**src/rtl/serial_signed_subtractor_pkg.sv**
```systemverilog
// Shared types and constants for the bit-serial signed subtractor.
package serial_signed_subtractor_pkg;

    typedef enum logic [1:0] {
        StIdle,
        StShift,
        StDone
    } state_e;

    localparam int unsigned DefaultWidth = 8;

    // Counter must reach WIDTH-1; one spare bit keeps the compare simple.
    function automatic int unsigned cnt_width(input int unsigned width);
        return $clog2(width) + 1;
    endfunction

endpackage

```
**src/rtl/serial_signed_subtractor_if.sv**
```systemverilog
// Start/done request bus between the ALU datapath and the serial subtractor.
interface serial_signed_subtractor_if #(
    parameter int unsigned WIDTH = 8
);
    logic             start;
    logic [WIDTH-1:0] a;
    logic [WIDTH-1:0] b;
    logic             borrow_in;
    logic             busy;
    logic             done;
    logic [WIDTH-1:0] diff;
    logic             borrow_out;
    logic             overflow;

    modport master (
        output start, a, b, borrow_in,
        input  busy, done, diff, borrow_out, overflow
    );

    modport slave (
        input  start, a, b, borrow_in,
        output busy, done, diff, borrow_out, overflow
    );
endinterface

```
**src/rtl/serial_signed_subtractor_cell.sv**
```systemverilog
// Combinational 1-bit full subtractor: d = a - b - bin, with borrow out.
module serial_signed_subtractor_cell (
    input  logic a,
    input  logic b,
    input  logic bin,
    output logic d,
    output logic bout
);
    always_comb begin
        d    = a ^ b ^ bin;
        bout = (~a & b) | (~(a ^ b) & bin);
    end
endmodule

```
**src/rtl/serial_signed_subtractor.sv**
```systemverilog
// Bit-serial two's-complement subtractor, LSB first, one bit per clock.
module serial_signed_subtractor
    import serial_signed_subtractor_pkg::*;
#(
    parameter int unsigned WIDTH = DefaultWidth
) (
    input  logic                        clk,
    input  logic                        rst_n,
    serial_signed_subtractor_if.slave   bus
);
    localparam int unsigned CntW = cnt_width(WIDTH);
    localparam logic [CntW-1:0] LastBit = CntW'(WIDTH - 1);

    state_e           state_q, state_d;
    logic [CntW-1:0]  cnt_q, cnt_d;
    logic [WIDTH-1:0] a_q, a_d;
    logic [WIDTH-1:0] b_q, b_d;
    logic             br_q, br_d;
    logic [WIDTH-1:0] res_q, res_d;
    logic [WIDTH-1:0] diff_q, diff_d;
    logic             bout_q, bout_d;
    logic             ovf_q, ovf_d;
    logic             cell_d, cell_bout;

    serial_signed_subtractor_cell u_cell (
        .a    (a_q[0]),
        .b    (b_q[0]),
        .bin  (br_q),
        .d    (cell_d),
        .bout (cell_bout)
    );

    always_comb begin
        state_d = state_q;
        cnt_d   = cnt_q;
        a_d     = a_q;
        b_d     = b_q;
        br_d    = br_q;
        res_d   = res_q;
        diff_d  = diff_q;
        bout_d  = bout_q;
        ovf_d   = ovf_q;

        unique case (state_q)
            StIdle, StDone: begin
                state_d = StIdle;
                if (bus.start) begin
                    a_d     = bus.a;
                    b_d     = bus.b;
                    br_d    = bus.borrow_in;
                    cnt_d   = '0;
                    res_d   = '0;
                    state_d = StShift;
                end
            end
            StShift: begin
                a_d   = {1'b0, a_q[WIDTH-1:1]};
                b_d   = {1'b0, b_q[WIDTH-1:1]};
                br_d  = cell_bout;
                res_d = {cell_d, res_q[WIDTH-1:1]};
                cnt_d = cnt_q + 1'b1;
                if (cnt_q == LastBit) begin
                    // On the last bit a_q[0]/b_q[0] are the captured operand signs.
                    diff_d  = {cell_d, res_q[WIDTH-1:1]};
                    bout_d  = cell_bout;
                    ovf_d   = (a_q[0] != b_q[0]) && (cell_d != a_q[0]);
                    state_d = StDone;
                end
            end
            default: state_d = StIdle;
        endcase
    end

    always_ff @(posedge clk) begin
        if (!rst_n) begin
            state_q <= StIdle;
            cnt_q   <= '0;
            a_q     <= '0;
            b_q     <= '0;
            br_q    <= 1'b0;
            res_q   <= '0;
            diff_q  <= '0;
            bout_q  <= 1'b0;
            ovf_q   <= 1'b0;
        end else begin
            state_q <= state_d;
            cnt_q   <= cnt_d;
            a_q     <= a_d;
            b_q     <= b_d;
            br_q    <= br_d;
            res_q   <= res_d;
            diff_q  <= diff_d;
            bout_q  <= bout_d;
            ovf_q   <= ovf_d;
        end
    end

    assign bus.busy       = (state_q == StShift);
    assign bus.done       = (state_q == StDone);
    assign bus.diff       = diff_q;
    assign bus.borrow_out = bout_q;
    assign bus.overflow   = ovf_q;
endmodule

```
**src/flat_wrapper.sv**
```systemverilog
// flat-port wrapper written by rule: the top's interface ports become plain ports
module serial_signed_subtractor_flat import serial_signed_subtractor_pkg::*;
#(
    parameter int unsigned WIDTH = DefaultWidth
)
  (clk, rst_n, bus_start, bus_a, bus_b, bus_borrow_in, bus_busy, bus_done, bus_diff, bus_borrow_out, bus_overflow);
  serial_signed_subtractor_if #(.WIDTH(WIDTH)) bus_i ();
  input  logic clk;
  input  logic rst_n;
  input wire logic [$bits(bus_i.start)-1:0] bus_start;
  input wire logic [$bits(bus_i.a)-1:0] bus_a;
  input wire logic [$bits(bus_i.b)-1:0] bus_b;
  input wire logic [$bits(bus_i.borrow_in)-1:0] bus_borrow_in;
  output wire logic [$bits(bus_i.busy)-1:0] bus_busy;
  output wire logic [$bits(bus_i.done)-1:0] bus_done;
  output wire logic [$bits(bus_i.diff)-1:0] bus_diff;
  output wire logic [$bits(bus_i.borrow_out)-1:0] bus_borrow_out;
  output wire logic [$bits(bus_i.overflow)-1:0] bus_overflow;
  assign bus_i.start = bus_start;
  assign bus_i.a = bus_a;
  assign bus_i.b = bus_b;
  assign bus_i.borrow_in = bus_borrow_in;
  assign bus_busy = bus_i.busy;
  assign bus_done = bus_i.done;
  assign bus_diff = bus_i.diff;
  assign bus_borrow_out = bus_i.borrow_out;
  assign bus_overflow = bus_i.overflow;
  serial_signed_subtractor #(.WIDTH(WIDTH)) u_core (.clk(clk), .rst_n(rst_n), .bus(bus_i));
endmodule
```
**config.mk**
```make
export PLATFORM = sky130hd
export DESIGN_NAME = serial_signed_subtractor_flat
export DESIGN_NICKNAME = d
export VERILOG_FILES = /design/src/rtl/serial_signed_subtractor_pkg.sv /design/src/rtl/serial_signed_subtractor_if.sv /design/src/rtl/serial_signed_subtractor_cell.sv /design/src/rtl/serial_signed_subtractor.sv /design/src/flat_wrapper.sv
export SDC_FILE = /design/constraint.sdc
export NUM_CORES = 1
export LEC_CHECK = 0
export BUFFER_PORTS_ARGS = -buffer_cell sky130_fd_sc_hd__buf_2
export CORE_MARGIN = 3
export CORE_UTILIZATION = 35
export CTS_CLUSTER_SIZE = 10
export DETAILED_ROUTE_END_ITERATION = 10
export GPL_TIMING_DRIVEN = 0
export PLACE_DENSITY = 0.59
export SLEW_MARGIN = 30
export SYNTH_ARGS = -nofsm -noshare
export SYNTH_HDL_FRONTEND = slang
export SYNTH_SLANG_ARGS = --single-unit
```
**constraint.sdc**
```tcl
create_clock -name clk -period 2.5 [get_ports clk]
set_input_delay 0.125 -clock clk [delete_from_list [all_inputs] [get_ports clk]]
set_output_delay 0.125 -clock clk [all_outputs]
set_load 0.05 [all_outputs]
```
==> reports/qor.csv, run 1 <==
metric;value;unit
rr_worst_depth;5;
via_per_inst;5.46;
post_cts_buffers;0;
maxCapViolCount;0;
pre_cts_ws;806;ps
holdCritPathClass;input pin to register;
ys_ff_latch;40;
setup_tns;0;ps
cts_tree;done;
end_kind;register;
rsz0062_at_grt;false;
r2r_setup_slack;780;ps
p_total;1.27;mW
syn_to_final_growth;18.8;%
cts-root-buf;clkbuf_8;
layout.nets;251;
worst_pin_slew;522;ps
criticalPathCategory;register to register;
synth-simple-area-share;0.180;
status;complete, no violations;
power_frac_clock;0.339;
period_share;0.687;
core-area;4440;sq um
wl_per_cell;14.1;microns
synth_mux_area_frac;0.0129;
die-area;5590;sq um
synth_top_family_by_area;compound AO/OA/AOI/OAI gates;
clock.fmax;582;MHz
die_w;74.7;microns
syn-num-nets;213;
finalInstanceArea;1960;sq um
antennaDiodeCount;0;
synth_ff_type;dfxtp_1;
setup_viol;0;
cts_max_level;2;
slew_viol_final;0;
slowest_stage;fa_1;
async_flop_share;0;
synthXorXnorAreaFrac;0.00530;
hold-worst-slack;74.4;ps
finalClockSkew;3.22;ps
cellPowerDensity;645;nW/um^2
cp-start-kind;register;
ir_worst_vdd;281;uV
synth_fa_ha_area_frac;0.0272;
ys_warn_count;0;
grt_max_degree;12;
r2r-start;u_core.b_q[0];
drt_iter0_markers;108;
r2r-end;u_core.bus.overflow;
switching_share;0.252;
endpoint;u_core.bus.overflow;
cp_cell_sequence;inv_1, fa_1, xnor2_1, or4_1, a21oi_1;
slew_headroom;0.652;
drc;0;
die_h;74.7;microns
ant_nets;0;
fin_ws;782;ps
synth_cells;190;
syn_avg_cell_area;8.71;sq um
vias;1533;
p_leak;0.769;nW
synth_top_area_share;0.484;
antenna_found_initial;0;
crit_path_max_incr_delay;520;ps
comb_power_share;0.127;
finalWirelength;3.97;mm
yosys.area.top_type;dfxtp_1;
grt_pass1_wl;6.54;mm
synth_compound_area_frac;0.221;
synthTopCellsByCount;dfxtp_1 (40), a21oi_1 (38), nand3_1 (35), a22oi_1 (14), buf_2 (11);
clkSlewWorstSetupHoldPaths;70;ps
layout_min_cycle_time;1720;ps
cts_buffers;5;
floorplan.initialDensity;0.372;
worstPathArrival;1930;ps
wl_met2;1.72;mm
synth_edf_count;0;
wl_met3;203;microns
p_int;947;uW
gp_congestion;0.757;
placed_area;1870;sq um
rows;24;
grt.total_usage;0.158;
cts_max_path_buffers;2;
yosys-top-cells-area;dfxtp_1 (48%), a21oi_1 (11%), nand3_1 (11%);
drive_above_1_share;0.236;
clk_latency;280;ps
sequentialPowerShare;0.534;
route.top_layer_used;met4;
ctsHoldBuffers;0;
ys_types;31;
post-dp-hpwl;2.75;mm
synth.most_common_cell;dfxtp_1;
cts-resized-gates;0;
hold_viol;0;
io_buffers;31;
globalRoute.totalOverflow;0;
met1_length;2.01;mm
ys_seq_area_frac;0.484;
drt_first_pass_iters;5;
dp.cells;273;
critPathMaxFanout;3;
p_sw;320;uW
post-route-util;0.442;
synthesis.area;1650;sq um
clock-sinks;40;
grt_pass1_vias;1319;
required;2710;ps
io_pins;32;
cp-startpoint;u_core.b_q[0];
fin_cells;281;
==> cells in the final DEF (no fill, tap or decap) <==
master	netlist	routed
nor2b_1	1	1
buf_2	11	42
clkbuf_1	3	5
mux2i_1	1	1
a2bb2oi_1	1	1
mux2_2	1	1
dfxtp_1	40	40
nor3_1	1	1
a211oi_1	1	1
a22oi_1	14	14
nand3b_1	1	1
a311oi_1	1	1
fa_1	1	1
xnor2_1	1	1
and2b_1	1	1
nand2b_4	1	1
o21ai_0	9	9
buf_4	2	2
or4_1	1	1
ha_1	2	2
nand4_1	1	1
a21oi_1	38	38
and3b_1	1	1
inv_2	1	1
inv_1	4	4
buf_1	1	1
buf_6	1	1
nand3_1	35	35
nor2_1	1	1
clkbuf_8	0	6
nand2b_1	3	3
nand2_1	10	10
==> kinds of logic (layout without fill, tap and decap cells) <==
| group | Yosys count | in the layout |
|---|---|---|
| AO/OA/AOI/OAI | 64 | 64 |
| AND/OR/NAND/NOR | 57 | 57 |
| flip-flops | 40 | 40 |
| buffers and inverters | 23 | 62 |
| adder cells (fa/ha/maj) | 3 | 3 |
| multiplexers | 2 | 2 |
| XOR/XNOR | 1 | 1 |
==> power groups by stage <==
| stage | logic, mW | registers (mW) | clock network (mW) |
|---|---|---|---|
| after floorplan | 0.112 | 0.687 | 0 |
| after global placement | 0.161 | 0.690 | 0 |
| after detailed placement | 0.162 | 0.691 | 0 |
| after CTS | 0.162 | 0.676 | 0.448 |
| after global routing | 0.182 | 0.679 | 0.476 |
| final | 0.161 | 0.676 | 0.430 |
==> how the worst min path moves through the flow <==
stage | start | to | slack, ps | depth (start not counted)
5_1_grt | bus_a[7] | u_core.a_q[7] | 70 | 3
6_report | bus_a[7] | u_core.a_q[7] | 70 | 3
4_1_cts | bus_a[7] | u_core.a_q[7] | 60 | 3
3_5_place_dp | bus_a[7] | u_core.a_q[7] | 370 | 3
3_3_place_gp | bus_a[7] | u_core.a_q[7] | 370 | 3
2_1_floorplan | bus_a[7] | u_core.a_q[7] | 260 | 2
==> layout make-up <==
cell class              count  area (sq um)
plain buffers              18          96.3
multi-input cells         127           738
repair buffers             31           155
well taps                  52          65.1
inverters                   5          18.8
fillers                   470          2480
clock buffers               8          90.1
flip-flops and latches     40           801
==> critical path: cells and delay by family, from the launching register on <==
family / cells / cell delay [ps]
AO/OA/AOI/OAI: 1 / 150
buffers and inverters: 1 / 80
AND/OR/NAND/NOR: 1 / 390
flip-flops: 1 / 370
adder cells (fa/ha/maj): 1 / 520
XOR/XNOR: 1 / 140
==> flip-flops by register name, summed over array words and instances (netlist names) <==
signal and flops:
u_core.a_q 8, u_core.cnt_q 4, u_core.br_q 1, u_core.state_q 2
u_core.bus.borrow_out 1, u_core.res_q 7, u_core.bus.diff 8, u_core.bus.overflow 1
u_core.b_q 8
==> per-layer routing <==
metal | vias up | GRT usage
met5 | - | 0
met4 | 0 | 0.0593
met3 | 7 | 0.0441
met2 | 47 | 0.221
met1 | 721 | 0.230
li1 | 758 | -
Power figures use the tool's default switching activity.
==> run 2, diff against run 1 <==
Settings changed: PLACE_DENSITY 0.59 to 0.61.
Clock period 2.5 ns to 1.4 ns, I/O delays scaled along.
==> run 2 against run 1 <==
The flow now finishes with violations (negative setup slack). First-iteration DRC count is 29% higher. Critical path type unchanged. Largest power group unchanged. Hold slack worse by 60 ps. Non-clock buffer count is 2 higher.
==> reports/qor.csv, run 2 (synthesized netlist as in run 1, its figures left out) <==
metric;value;unit;change
status;finished, violations left;;was complete, no violations
violations;negative setup slack;;
required;1630;ps;was 2710 ps
core-area;4440;sq um;unchanged
drt_first_pass_iters;4;;was 5
post-route-util;0.452;;was 0.442
grt_pass1_vias;1352;;was 1319
cts_buffers;5;;unchanged
rows;24;;unchanged
fin_ws;-186;ps;was 782 ps
die-area;5590;sq um;unchanged
antenna_found_initial;0;;unchanged
die_h;74.7;microns;unchanged
io_pins;32;;unchanged
worst_pin_slew;531;ps;was 522 ps
cts_max_path_buffers;2;;unchanged
ir_worst_vdd;596;uV;was 281 uV
maxCapViolCount;0;;unchanged
post-dp-hpwl;2.72;mm;was 2.75 mm
criticalPathCategory;register to register;;unchanged
finalWirelength;4.07;mm;was 3.97 mm
p_int;1.71;mW;was 947 uW
cts_max_level;2;;unchanged
r2r_setup_slack;-190;ps;was 780 ps
drt_iter0_markers;139;;was 108
placed_area;1880;sq um;was 1870 sq um
slew_headroom;0.646;;was 0.652
final_common_cell;a21oi_1;;was buf_2
clkSlewWorstSetupHoldPaths;70;ps;about the same
rsz0062_at_grt;true;;was false
io_buffers;31;;unchanged
clk_latency;290;ps;was 280 ps
switching_share;0.255;;was 0.252
drive_above_1_share;0.264;;was 0.236
cellPowerDensity;1140;nW/um^2;was 645 nW/um^2
finalClockSkew;5.08;ps;was 3.22 ps
ant_nets;0;;unchanged
r2r-start;u_core.br_q;;was u_core.b_q[0]
endpoint;u_core.bus.overflow;;unchanged
globalRoute.totalOverflow;0;;unchanged
layout.nets;253;;was 251
die_w;74.7;microns;unchanged
ctsHoldBuffers;0;;unchanged
slew_viol_final;0;;unchanged
wl_per_cell;14.4;microns;was 14.1 microns
worstPathArrival;1810;ps;was 1930 ps
cp-startpoint;u_core.br_q;;was u_core.b_q[0]
drc;0;;unchanged
r2r-end;u_core.bus.overflow;;unchanged
grt_max_degree;12;;unchanged
p_sw;584;uW;was 320 uW
antennaDiodeCount;0;;unchanged
clock.fmax;631;MHz;was 582 MHz
cts-root-buf;clkbuf_8;;unchanged
end_kind;register;;unchanged
grt.total_usage;0.163;;was 0.158
cp-start-kind;register;;unchanged
finalInstanceArea;2010;sq um;was 1960 sq um
cts_tree;done;;unchanged
rr_worst_depth;5;;unchanged
gp_congestion;0.742;;was 0.757
layout_min_cycle_time;1590;ps;was 1720 ps
layout.cells.most_common_list;a21oi_1 (38), dfxtp_1 (37), buf_2 (35), nand3_1 (35), a22oi_1 (14);;was buf_2 (42), dfxtp_1 (40), a21oi_1 (38)
grt_pass1_wl;6.77;mm;was 6.54 mm
period_share;1.13;;was 0.687
via_per_inst;5.23;;was 5.46
syn_to_final_growth;21.6;%;was 18.8%
p_leak;0.790;nW;was 0.769 nW
hold_viol;0;;unchanged
floorplan.initialDensity;0.372;;unchanged
power_frac_clock;0.339;;about the same
critPathMaxFanout;2;;was 3
vias;1481;;was 1533
sequentialPowerShare;0.527;;was 0.534
setup_viol;1;;was 0
holdCritPathClass;input pin to register;;unchanged
clock-sinks;40;;unchanged
comb_power_share;0.134;;was 0.127
==> run 2: how the worst min path moves through the flow <==
stage                    end  slack, ps  startpoint  depth (start not counted)
2_1_floorplan  u_core.a_q[7]        210    bus_a[7]                          2
3_3_place_gp   u_core.a_q[7]        320    bus_a[7]                          3
3_5_place_dp   u_core.a_q[7]        320    bus_a[7]                          3
4_1_cts        u_core.a_q[7]          4    bus_a[7]                          3
5_1_grt        u_core.a_q[7]         30    bus_a[7]                          3
6_report       u_core.a_q[7]         10    bus_a[7]                          3
==> run 2: final cells by class <==
| type | instances | area (sq um) |
|---|---|---|
| multi-input cells | 127 | 738 |
| well taps | 52 | 65.1 |
| clock buffers | 8 | 90.1 |
| flip-flops and latches | 40 | 805 |
| inverters | 5 | 21.3 |
| repair buffers | 33 | 176 |
| plain buffers | 18 | 115 |
| fillers | 457 | 2430 |
==> run 2: power by group through the flow <==
stage / registers, mW / logic (mW) / clock network [mW]
3_5_place_dp: 1.24 / 0.286 / 0
5_1_grt: 1.22 / 0.348 / 0.862
6_report: 1.21 / 0.309 / 0.777
3_3_place_gp: 1.23 / 0.286 / 0
2_1_floorplan: 1.23 / 0.199 / 0
4_1_cts: 1.21 / 0.304 / 0.811
==> run 2: per-stage QoR <==
step | total power [mW] | setup TNS (ps) | std cells | hold slack [ps] | setup WS [ps]
final | 2.30 | -186 | 283 | 14.8 | -186
after global routing | 2.43 | -313 | 283 | 32.0 | -275
after CTS | 2.33 | -187 | 283 | 4.20 | -187
after detailed placement | 1.52 | -215 | 273 | 322 | -207
after global placement | 1.52 | -203 | 273 | 315 | -198
after floorplan | 1.43 | -144 | 190 | 206 | -144
==> run 2: per-layer routing <==
layer  vias up  part of all wire  GRT usage
met1       678              0.50      0.233
met3         5             0.057     0.0614
met2        38              0.43      0.224
met5         -                 0          0
li1        760                 -          -
met4         0             0.015     0.0534
==> run 2: repair_timing <==
action / in CTS / in global routing
pin swaps: 1 / 1
endpoints found under the setup margin: 10 / 18
endpoints found under the hold margin: 0 / 0
resized for setup: 7 / 8
cloned: 0 / 0
buffers inserted: 2 / 0
==> run 2: worst max-delay path: stages (launching register included) <==
cell,delay (ps)
dfxtp_1,330
inv_1,50
fa_1,490
xnor2_1,130
or4_1,400
a21oi_1,130
